<file path="src/rtl/ad5302_spi_writer_if.sv">
// Command-strobe and DAC serial-pin bundle shared by the AD5302 writer and whatever drives it.
interface ad5302_spi_writer_if;
  logic [31:0] uart_reg;
  logic        uart_ready;
  logic        dac_sync_n;
  logic        dac_sclk;
  logic        dac_din;
  logic        busy;
  logic        done;

  modport master (
    output uart_reg, uart_ready,
    input  dac_sync_n, dac_sclk, dac_din, busy, done
  );

  modport slave (
    input  uart_reg, uart_ready,
    output dac_sync_n, dac_sclk, dac_din, busy, done
  );
endinterface

</file>
<file path="src/rtl/ad5302_spi_writer.sv">
// Decodes addressed 32-bit UART commands and shifts one 16-bit AD5302 control/data word per
// accepted command out on SYNC_n/SCLK/DIN, MSB first, with all outputs registered.
module ad5302_spi_writer #(
  parameter logic [15:0] ADDRESS    = 16'hDAC0,
  parameter int          CLK_DIV    = 4,
  parameter int          SYNC_SETUP = 2,
  parameter int          SYNC_HIGH  = 4
) (
  input logic                 clk,
  input logic                 rst,
  ad5302_spi_writer_if.slave  bus
);

  typedef enum logic [2:0] {IDLE, SETUP, SHIFT, HOLD, GAP} state_e;

  localparam logic [15:0] DivLast   = 16'(CLK_DIV - 1);
  localparam logic [15:0] SetupLast = 16'(SYNC_SETUP - 1);
  localparam logic [15:0] GapLast   = 16'(SYNC_HIGH - 1);

  state_e      state_q, state_d;
  logic [15:0] cnt_q, cnt_d;
  logic [4:0]  bit_q, bit_d;
  logic [14:0] shreg_q, shreg_d;
  logic        sync_n_q, sync_n_d;
  logic        sclk_q, sclk_d;
  logic        din_q, din_d;
  logic        busy_q, busy_d;
  logic        done_q, done_d;
  logic        accept;

  always_ff @(posedge clk or posedge rst) begin
    if (rst) begin
      state_q  <= IDLE;
      cnt_q    <= '0;
      bit_q    <= '0;
      shreg_q  <= '0;
      sync_n_q <= 1'b1;
      sclk_q   <= 1'b1;
      din_q    <= 1'b0;
      busy_q   <= 1'b0;
      done_q   <= 1'b0;
    end else begin
      state_q  <= state_d;
      cnt_q    <= cnt_d;
      bit_q    <= bit_d;
      shreg_q  <= shreg_d;
      sync_n_q <= sync_n_d;
      sclk_q   <= sclk_d;
      din_q    <= din_d;
      busy_q   <= busy_d;
      done_q   <= done_d;
    end
  end

  // Bit 15 goes straight to DIN at accept, so only the remaining 15 bits are kept for shifting.
  always_comb begin
    state_d  = state_q;
    cnt_d    = cnt_q;
    bit_d    = bit_q;
    shreg_d  = shreg_q;
    sync_n_d = sync_n_q;
    sclk_d   = sclk_q;
    din_d    = din_q;
    busy_d   = busy_q;
    done_d   = 1'b0;
    accept   = bus.uart_ready && (bus.uart_reg[31:16] == ADDRESS) && !busy_q;

    case (state_q)
      IDLE: begin
        if (accept) begin
          state_d  = SETUP;
          cnt_d    = '0;
          shreg_d  = bus.uart_reg[14:0];
          sync_n_d = 1'b0;
          din_d    = bus.uart_reg[15];
          busy_d   = 1'b1;
        end
      end
      SETUP: begin
        if (cnt_q == SetupLast) begin
          state_d = SHIFT;
          cnt_d   = '0;
          bit_d   = '0;
          sclk_d  = 1'b0;
        end else begin
          cnt_d = cnt_q + 16'd1;
        end
      end
      SHIFT: begin
        if (cnt_q != DivLast) begin
          cnt_d = cnt_q + 16'd1;
        end else begin
          cnt_d = '0;
          if (!sclk_q) begin
            sclk_d = 1'b1;
            if (bit_q == 5'd15) begin
              state_d = HOLD;
            end else begin
              din_d   = shreg_q[14];
              shreg_d = {shreg_q[13:0], 1'b0};
            end
          end else begin
            sclk_d = 1'b0;
            bit_d  = bit_q + 5'd1;
          end
        end
      end
      HOLD: begin
        if (cnt_q == DivLast) begin
          state_d  = GAP;
          cnt_d    = '0;
          sync_n_d = 1'b1;
          din_d    = 1'b0;
          done_d   = 1'b1;
        end else begin
          cnt_d = cnt_q + 16'd1;
        end
      end
      GAP: begin
        if (cnt_q == GapLast) begin
          state_d = IDLE;
          cnt_d   = '0;
          busy_d  = 1'b0;
        end else begin
          cnt_d = cnt_q + 16'd1;
        end
      end
      default: state_d = IDLE;
    endcase
  end

  assign bus.dac_sync_n = sync_n_q;
  assign bus.dac_sclk   = sclk_q;
  assign bus.dac_din    = din_q;
  assign bus.busy       = busy_q;
  assign bus.done       = done_q;

endmodule

</file>
<file path="src/flat_wrapper.sv">
// flat-port wrapper written by rule: the top's interface ports become plain ports
module ad5302_spi_writer_flat 
#(
  parameter logic [15:0] ADDRESS    = 16'hDAC0,
  parameter int          CLK_DIV    = 4,
  parameter int          SYNC_SETUP = 2,
  parameter int          SYNC_HIGH  = 4
)
  (clk, rst, bus_uart_reg, bus_uart_ready, bus_dac_sync_n, bus_dac_sclk, bus_dac_din, bus_busy, bus_done);
  ad5302_spi_writer_if bus_i ();
  input logic clk;
  input logic rst;
  input wire logic [$bits(bus_i.uart_reg)-1:0] bus_uart_reg;
  input wire logic [$bits(bus_i.uart_ready)-1:0] bus_uart_ready;
  output wire logic [$bits(bus_i.dac_sync_n)-1:0] bus_dac_sync_n;
  output wire logic [$bits(bus_i.dac_sclk)-1:0] bus_dac_sclk;
  output wire logic [$bits(bus_i.dac_din)-1:0] bus_dac_din;
  output wire logic [$bits(bus_i.busy)-1:0] bus_busy;
  output wire logic [$bits(bus_i.done)-1:0] bus_done;
  assign bus_i.uart_reg = bus_uart_reg;
  assign bus_i.uart_ready = bus_uart_ready;
  assign bus_dac_sync_n = bus_i.dac_sync_n;
  assign bus_dac_sclk = bus_i.dac_sclk;
  assign bus_dac_din = bus_i.dac_din;
  assign bus_busy = bus_i.busy;
  assign bus_done = bus_i.done;
  ad5302_spi_writer #(.ADDRESS(ADDRESS), .CLK_DIV(CLK_DIV), .SYNC_SETUP(SYNC_SETUP), .SYNC_HIGH(SYNC_HIGH)) u_core (.clk(clk), .rst(rst), .bus(bus_i));
endmodule
</file>
<file path="config.mk">
export PLATFORM = sky130hd
export DESIGN_NAME = ad5302_spi_writer_flat
export DESIGN_NICKNAME = d
export VERILOG_FILES = /design/src/rtl/ad5302_spi_writer_if.sv /design/src/rtl/ad5302_spi_writer.sv /design/src/flat_wrapper.sv
export SDC_FILE = /design/constraint.sdc
export NUM_CORES = 1
export LEC_CHECK = 0
export ABC_AREA = 1
export BUFFER_PORTS_ARGS = -buffer_cell sky130_fd_sc_hd__buf_2
export CORE_AREA = 2 2 77 79
export CTS_CLUSTER_SIZE = 25
export DETAILED_ROUTE_END_ITERATION = 8
export DIE_AREA = 0 0 79 81
export PLACE_DENSITY = 0.74
export SLEW_MARGIN = 20
export SYNTH_ARGS = -nofsm -noshare
export SYNTH_HDL_FRONTEND = slang
export SYNTH_SLANG_ARGS = --single-unit
</file>
<file path="constraint.sdc">
create_clock -name clk -period 1.5 [get_ports clk]
set_input_delay 0.075 -clock clk [delete_from_list [all_inputs] [get_ports clk]]
set_output_delay 0.075 -clock clk [all_outputs]
set_load 0.01 [all_outputs]
</file>
==> results_dict.tcl, run 1 <==
set metrics [dict create \
    cts_root_buffer "clkbuf_8" \
    start_util_pct 49.2 \
    setup.worst_path.class "flip-flop to flip-flop" \
    port_buffers 39 \
    drc 0 \
    max_stage_delay_ns 0.44 \
    async_reset_ff_share_pct 100 \
    avgSynthCellArea_um2 6.88 \
    final_common_cell "nand2_1" \
    clock_path_buffers 2 \
    grt_overflow 0 \
    drt-initial-drc-count 143 \
    synth-edff-count 0 \
    slew_viol_final 0 \
    fin_ws_ns -0.0475 \
    violations "negative setup slack" \
    viasPerCell 5.19 \
    cts_tree "done" \
    io_pins 40 \
    fin_crit_sh_pct 103 \
    fin_skew_ns 0.00728 \
    insertion_delay_ns 0.30 \
    stdcell_area_um2 3880 \
    seq_area_frac_synth_pct 39.5 \
    grt_pass1_wl_um 12400 \
    std_cell_rows 28 \
    core_area_um2 5680 \
    setup_viol 21 \
    groute.usage.overall_pct 24.0 \
    clock-sinks 44 \
    layout-drive-gt1-share_pct 36.4 \
    path_cells "ha_4, nand2_2, nor2_4, nand2_4, nand2_4, nand2_2, inv_4, nand3_4, nand2_1, nand2_1" \
    worst_path_max_delay_cell "dfrtp_1" \
    synthesis.instances 406 \
    grt_pass1_vias 2879 \
    die-area_um2 6400 \
    die_x_um 79 \
    cap_violations 0 \
    powerDensity_nw_per_um2 2120 \
    die-height_um 81 \
    syn2layout_area_growth_pct 38.9 \
    fill_cells 481 \
    hold_violations 0 \
    worst_hold_slack_ns 0.112 \
    outcome "complete, but fails checks" \
    syn_area_um2 2790 \
    num_vias 2998 \
    worstPathArrival_ns 1.74 \
    reg2reg_depth 10 \
    crit_required_ns 1.69 \
    wl_um 7480 \
    leakage_uw 0.00202 \
    path_clk_slew_ns 0.08 \
    grt_start_max_net_pins 24 \
    placed_cell_area_um2 3440 \
    layout_common_cells "nand2_1 (131), buf_4 (52), buf_2 (39), dfrtp_1 (39), inv_1 (28)" \
    htreeDepth 2 \
    yosysWarnings 0 \
    synth_fp_nets 445 \
    dp_hpwl_um 5020 \
    pre_cts_slack_ns -0.0976 \
    firstDrtPassIters 4 \
    crit_fanout 8 \
    clock.fmax_ghz 0.646 \
    cts-buffers-inserted 5 \
    worst_slew_pin_slew_ns 0.305 \
    peakVddDrop_mv 1.34 \
    wl_per_cell_um 12.9 \
    nNetsFinal 542 \
    antenna_found_initial 0 \
    dp_cells 563 \
    place.gp.congestion 0.842 \
    hold_path.class "input pin to flip-flop" \
    whs_path_depth 5 \
    power_uw 8210 \
    ant_nets 0 \
    rsz0062_at_grt "yes" \
    yosysUniqueCellTypes 33 \
    stdcell_count 578 \
    end_kind "flip-flop" \
    crit_path_start_kind "flip-flop" \
    diodes 0 \
    relSlewSlack_pct 79.7 \
    ys_ff_latch 44 \
    period_needed_ns 1.55 \
    synth_flop_cell "dfrtp_1" \
]
cell families after synthesis:
family / synth area share, %
AO/OA/AOI/OAI: 8.87
XOR/XNOR: 1.88
adder cells (fa/ha/maj): 1.79
buffers and inverters: 7.75
flip-flops: 39.5
AND/OR/NAND/NOR: 40.2
cell usage after synthesis (7+ instances only):
| cell | count | area, um^2 |
|---|---|---|
| o21ai_0 | 11 | 55.1 |
| o211ai_1 | 7 | 52.6 |
| nor2_1 | 39 | 146 |
| inv_2 | 9 | 33.8 |
| nand4_1 | 23 | 144 |
| nand2_1 | 151 | 567 |
| nand3_1 | 29 | 145 |
| dfrtp_1 | 42 | 1050 |
| inv_1 | 32 | 120 |
| o21ai_1 | 8 | 40.0 |
worst max-delay path: cells and delay by family, from the launching register on:
family,cells,cell delay (ns)
fa+ha+maj,1,0.18
buf+inv,1,0.10
flops,1,0.44
simple gates,8,0.71
power breakdown:
group	switching, uW	internal, uW
combinational	3040	2260
clock	422	411
sequential	370	1710
stage by stage:
| stage | setup TNS [ns] | utilization (%) |
|---|---|---|
| final | -0.489 | 68.4 |
| after global routing | -2.99 | 68.4 |
| after CTS | -0.170 | 64.4 |
| after detailed placement | -2.58 | 60.7 |
| after global placement | -1.64 | 60.7 |
| after floorplan | -0.383 | - |
repair_timing:
item / CTS / global route
gates cloned: 1 / 0
pin swaps: 12 / 29
endpoints found under the hold margin: 42 / 0
gates resized for setup: 26 / 59
hold buffers: 1 / 0
endpoints found under the setup margin: 38 / 43
buffers inserted: 1 / 5
layout make-up:
class	instances	area, um^2	area share [%]
flip-flops and latches	44	1110	28.5
inverters	42	165	4.26
well taps	75	93.8	2.42
multi-input cells	309	1710	44.1
repair buffers	101	706	18.2
clock buffers	7	96.3	2.48
worst paths after layout:
kind | slack, ns | to | start
worst max register to register | -0.05 | u_core.shreg_q[5] | u_core.cnt_q[1]
worst min-delay path | 0.11 | u_core.shreg_q[0] | bus_uart_reg[0]
max in group asynchronous | 0.86 | u_core.bus.dac_sclk | rst
worst min register to register | 0.46 | u_core.bus.dac_sync_n | u_core.bus.dac_sync_n
worst max-delay path | -0.05 | u_core.shreg_q[5] | u_core.cnt_q[1]
min in group asynchronous | 0.34 | u_core.shreg_q[8] | rst
registers in the layout, summed over array words and instances, names as in the netlist:
name,count
u_core.bus.dac_sclk,1
u_core.cnt_q,16
u_core.state_q,3
u_core.bit_q,5
u_core.bus.dac_din,1
u_core.bus.done,1
u_core.bus.dac_sync_n,1
u_core.bus.busy,1
u_core.shreg_q,15
per-layer routing:
metal	vias to the layer above	track usage (%)	routed length (um)
met3	10	3.78	281
met1	1422	28.3	3120
met5	-	0	0
li1	1512	-	-
met4	0	7.76	102
met2	54	44.8	3980
Power figures use the tool's default switching activity.
==> run 2: changes to the inputs <==
--- a/config.mk
+++ b/config.mk
@@ -12,4 +12,5 @@
 export DETAILED_ROUTE_END_ITERATION = 8
 export DIE_AREA = 0 0 79 81
+export GPL_TIMING_DRIVEN = 0
 export PLACE_DENSITY = 0.74
 export SLEW_MARGIN = 20
==> constraint.sdc (replaced) <==
create_clock -name clk -period 1.5 [get_ports clk]
set_input_delay 0.375 -clock clk [delete_from_list [all_inputs] [get_ports clk]]
set_output_delay 0.375 -clock clk [all_outputs]
set_load 0.01 [all_outputs]
==> run 2 against run 1 <==
Net effect: the flow still finishes with violations (negative setup slack); power rose by 20%; non-clock buffer count down 3; largest power group unchanged; register-to-register slack worse by 0.30 ns; setup slack got worse by 0.30 ns; wire length grew 31%; clock power rose by 57%; sequential power rose by 10%; core utilization rose by 4.9 points; via count up 10%; critical path depth grew 1.
==> results_dict.tcl, run 2 (synthesis results as in run 1) <==
set metrics [dict create \
    use_met2_pct 45.3 \
    clock-sinks 44 \
    port_buffers 39 \
    hold_path.class "input pin to async pin" \
    ant_nets 0 \
    groute.usage.overall_pct 24.7 \
    worst_hold_slack_ns 0.0442 \
    layout_common_cells "nand2_1 (118), buf_2 (40), dfrtp_1 (37)" \
    htreeDepth 2 \
    cts_tree "done" \
    crit_path_start_kind "flip-flop" \
    relSlewSlack_pct 71.3 \
    insertion_delay_ns 0.31 \
    dp_hpwl_um 4800 \
    fill_cells 379 \
    postLayoutCoreUtil_pct 73.3 \
    crit_fanout 6 \
    leakage_uw 0.00209 \
    layout-drive-gt1-share_pct 41.2 \
    grt_pass1_vias 2841 \
    rsz0062_at_grt "yes" \
    cts.hold.buffers_added 0 \
    cap_violations 0 \
    wl_um 9830 \
    hold_violations 0 \
    grt_start_max_net_pins 28 \
    period_needed_ns 1.85 \
    cts_root_buffer "clkbuf_8" \
    nNetsFinal 538 \
    place.gp.congestion 0.837 \
    worstPathArrival_ns 2.05 \
    die_x_um 79 \
    std_cell_rows 28 \
    pre_cts_slack_ns -0.358 \
    antenna_found_initial 0 \
    start_util_pct 49.2 \
    grt_overflow 0 \
    regArea_um2 1110 \
    die-area_um2 6400 \
    slew_viol_final 0 \
    core_area_um2 5680 \
    firstDrtPassIters 7 \
    drt-initial-drc-count 342 \
    syn2layout_area_growth_pct 49.0 \
    setup_viol 42 \
    largestRegisters "u_core.cnt_q: 16 flops, u_core.shreg_q: 15 flops, u_core.bit_q: 5 flops" \
    peakVddDrop_mv 1.31 \
    groute.layer.met1.usage_pct 29.1 \
    setup.worst_path.class "flip-flop to flip-flop" \
    final_common_cell "nand2_1" \
    end_kind "flip-flop" \
    viasPerCell 5.74 \
    die-height_um 81 \
    wl_per_cell_um 17.1 \
    crit_required_ns 1.71 \
    num_vias 3300 \
    multi_input_area_um2 1860 \
    diodes 0 \
    violations "negative setup slack" \
    top_register "u_core.cnt_q" \
    gr-usage-met3_pct 4.33 \
    worst_slew_pin_slew_ns 0.430 \
    fin_ws_ns -0.348 \
    powerDensity_nw_per_um2 2380 \
    drc 0 \
    clock.fmax_ghz 0.541 \
    cts-buffers-inserted 5 \
    path_clk_slew_ns 0.10 \
    grt_pass1_wl_um 12600 \
    fin_crit_sh_pct 123 \
    largest_register_ffs 16 \
    fin_skew_ns 0.0151 \
    io_pins 40 \
    gr-max-usage-layer "met2" \
    clock_path_buffers 2 \
    finalSetupTns_ns -7.22 \
    outcome "complete, but fails checks" \
]
[run 2: changes by cell type in the layout (fill, tap and decap cells not counted), moves of 3 or more]
cell       change
buf_4         -20
buf_6          +7
buf_8          +3
bufinv_16      +3
nand2_1       -13
nand2_2        +8
nand2_4        +4
nor2_1         -4
nor2_4         +4
o21ai_2        +3
o31ai_1        -4
o31ai_2        +3
[run 2: cell type report]
type	count	area share [%]
plain buffers	12	2.62
clock buffers	5	1.65
clock inverters	3	2.17
inverters	42	4.15
multi-input cells	308	44.6
flip-flops and latches	44	26.7
well taps	75	2.26
repair buffers	86	15.9
[run 2: path summary, 6_finish.rpt]
| check | startpoint | end | slack, ns | cells past startpoint |
|---|---|---|---|---|
| min in group clk | bus_uart_reg[0] | u_core.shreg_q[0] | 0.40 | 5 |
| max in group asynchronous | rst | u_core.bus.dac_sync_n | 0.89 | 3 |
| worst min register to register | u_core.bus.dac_sync_n | u_core.bus.dac_sync_n | 0.47 | 2 |
| worst max register to register | u_core.cnt_q[4] | u_core.bus.dac_din | -0.35 | 11 |
| worst min-delay path | rst | u_core.cnt_q[2] | 0.04 | 2 |
| worst max-delay path | u_core.cnt_q[4] | u_core.bus.dac_din | -0.35 | 11 |
[run 2: metrics by stage]
stage	cells	instance area, um^2	total power [uW]
floorplan	406	2800	4650
global placement	520	3090	5420
detailed placement	521	3110	5530
CTS	548	3590	7680
global route	575	4160	10400
finish	575	4160	9890
[run 2: critical path, cell delays in order (launching register included)]
cell and delay [ns]:
dfrtp_1 0.46, nor2_1 0.16, nand2_1 0.16, nor2_4 0.16, nand2_4 0.08, buf_6 0.15
nand2_2 0.09, nand2_2 0.09, nor2_1 0.16, nand2_1 0.11, nand2_1 0.07, nand2_1 0.05
[run 2: routing by layer]
layer	vias up	wire, um
met5	-	0
met1	1513	3650
met4	0	421
li1	1518	-
met2	219	5080
met3	50	676
[run 2: report_power, final]
group	switching (uW)	internal (uW)
sequential	572	1710
clock	473	834
combinational	3570	2730
total	4610	5270
[run 2: timing repair]
item | 4_1_cts | 5_1_grt
setup endpoints to repair | 42 | 43
setup buffers | 18 | 25
resized for setup | 59 | 96
pin swaps | 17 | 33
cloned | 1 | 2
==> run 3: changes to the inputs <==
- BUFFER_PORTS_ARGS: -buffer_cell sky130_fd_sc_hd__buf_2 -> default
- CORE_AREA: 2 2 77 79 -> 2 2 73 75
- DIE_AREA: 0 0 79 81 -> 0 0 75 77
- DONT_BUFFER_PORTS: default -> 1
==> run 3 against run 2 <==
Net effect: the flow still finishes with violations (negative setup slack); non-clock buffer count is 41 lower; clock power shrank 22%; sequential power decreased by 3%; first-iteration DRC count increased by 5.3%; design area is 7.7% lower; via count is 8.9% lower; clock-buffer cell count grew 2; die area shrank 9.8%; core utilization rose by 3.8 points; maximum frequency increased by 6.7%; critical path depth stayed put; global-route usage rose by 1.9 points; largest power group unchanged.
==> results_dict.tcl, run 3 (synthesis results as in run 1) <==
set metrics [dict create \
    outcome "complete, but fails checks" \
    violations "negative setup slack" \
    grt_overflow 0 \
    port_buffers 0 \
    start_util_pct 56.1 \
    hold_violations 0 \
    firstDrtPassIters 5 \
    grt_start_max_net_pins 27 \
    layout-drive-gt1-share_pct 35.1 \
    grt_pass1_wl_um 12200 \
    largestRegisters "u_core.cnt_q: 16 flops, u_core.shreg_q: 15 flops, u_core.bit_q: 5 flops" \
    largest_register_ffs 16 \
    peakVddDrop_mv 1.31 \
    grt_pass1_vias 2799 \
    setup.worst_path.class "flip-flop to flip-flop" \
    clock_path_buffers 2 \
    cts_root_buffer "clkbuf_8" \
    power_uw 8820 \
    place.gp.congestion 0.839 \
    path_delay_family "simple AND/OR/NAND/NOR gates" \
    leakage_uw 0.00190 \
    syn2layout_area_growth_pct 37.5 \
    crit_path_start_kind "flip-flop" \
    path_common_cell "nand2_4" \
    slew_viol_final 0 \
    path_buf_inv 2 \
    stdcell_count 529 \
    clock-sinks 44 \
    fin_crit_sh_pct 116 \
    layout_common_cells "nand2_1 (120), buf_4 (40), dfrtp_1 (38)" \
    viasPerCell 5.68 \
    final_common_cell "nand2_1" \
    nNetsFinal 497 \
    relSlewSlack_pct 70.5 \
    max_stage_delay_ns 0.44 \
    end_kind "flip-flop" \
    drt-initial-drc-count 360 \
    antenna_found_initial 0 \
    worst_slew_pin_slew_ns 0.442 \
    num_vias 3007 \
    rsz0062_at_grt "yes" \
    io_pins 40 \
    setup_viol 37 \
    diodes 0 \
    cts-buffers-inserted 5 \
    die-area_um2 5780 \
    hold_path.class "input pin to flip-flop" \
    path_clk_slew_ns 0.09 \
    die_x_um 75 \
    pre_cts_slack_ns -0.322 \
    htreeDepth 2 \
    wl_per_cell_um 15.9 \
    drc 0 \
    top_register "u_core.cnt_q" \
    std_cell_rows 26 \
    groute.usage.overall_pct 26.7 \
    die-height_um 77 \
    crit_required_ns 1.69 \
    worstPathArrival_ns 1.93 \
    worst_path_max_delay_cell "dfrtp_1" \
    path_cells "nor2_1, nand2_1, nor2_4, nand2_4, nand2_4, nand2_4, inv_4, nand3_4, buf_6, nand2_2, nand2_2" \
    powerDensity_nw_per_um2 2300 \
    dp_cells 477 \
    wl_um 8420 \
    fin_ws_ns -0.233 \
    crit_fanout 7 \
    dp_hpwl_um 4630 \
    fin_skew_ns 0.00666 \
    period_needed_ns 1.73 \
    core_area_um2 4980 \
    insertion_delay_ns 0.30 \
    ant_nets 0 \
    cts_tree "done" \
    cap_violations 0 \
    clock.fmax_ghz 0.577 \
]
[run 3: tightest hold or removal path: stages]
cell,delay (ns)
nand2_1,0.04
nand2_1,0.04
nand4_1,0.07
nand2_1,0.05
[run 3: path summary, 6_finish.rpt]
path	start	end	slack, ns	depth (start not counted)
min in group asynchronous	rst	u_core.cnt_q[15]	0.53	2
max in group asynchronous	rst	u_core.state_q[1]	0.46	3
setup / recovery	u_core.cnt_q[4]	u_core.shreg_q[8]	-0.23	11
setup reg to reg	u_core.cnt_q[4]	u_core.shreg_q[8]	-0.23	11
hold / removal	bus_uart_reg[2]	u_core.shreg_q[2]	0.31	4
hold reg to reg	u_core.shreg_q[4]	u_core.shreg_q[4]	0.48	2
[run 3: area by class of cell]
cell class                 instances  area [um^2]
multi-input combinational        308         1850
fill                             338         1140
sequential                        44         1110
timing repair buffer              45          393
inverter                          42          170
buffer                            12          105
clock buffer                       7         96.3
tap                               70         87.6
clock inverter                     1         30.0
[run 3: timing repair]
action                                  in CTS  in global routing
hold buffers                                 1                  0
resized for setup                           58                 78
cloned                                       1                  0
hold endpoints to repair                    16                  0
endpoints found under the setup margin      42                 40
pin swaps                                   16                 26
buffers inserted                            30                 13
[run 3: stage by stage]
stage / cell area (um^2) / utilization (%) / hold slack, ns / TNS [ns]
global route: 3840 / 77.1 / 0.332 / -8.79
floorplan: 2800 / - / 0.442 / -0.383
detailed placement: 2910 / 58.4 / 0.284 / -9.04
CTS: 3470 / 69.6 / 0.305 / -1.00
global placement: 2890 / 58.0 / 0.454 / -26.52
finish: 3840 / 77.1 / 0.314 / -5.03
[run 3: metal layers]
metal	routed length [um]	track usage, %	share of wire [%]	up-vias
li1	-	-	-	1427
met1	3390	32.8	40	1458
met2	4520	46.2	54	107
met3	395	5.39	4.7	15
met4	117	7.32	1.4	0
met5	0	0	0	-
[run 3: where the power goes]
group | leakage [uW] | total (uW) | internal (uW) | switching, uW
combinational | 0.00127 | 5590 | 2310 | 3280
clock | 0.0000645 | 1020 | 588 | 429
sequential | 0.000563 | 2220 | 1710 | 507
total | 0.00190 | 8820 | 4610 | 4210
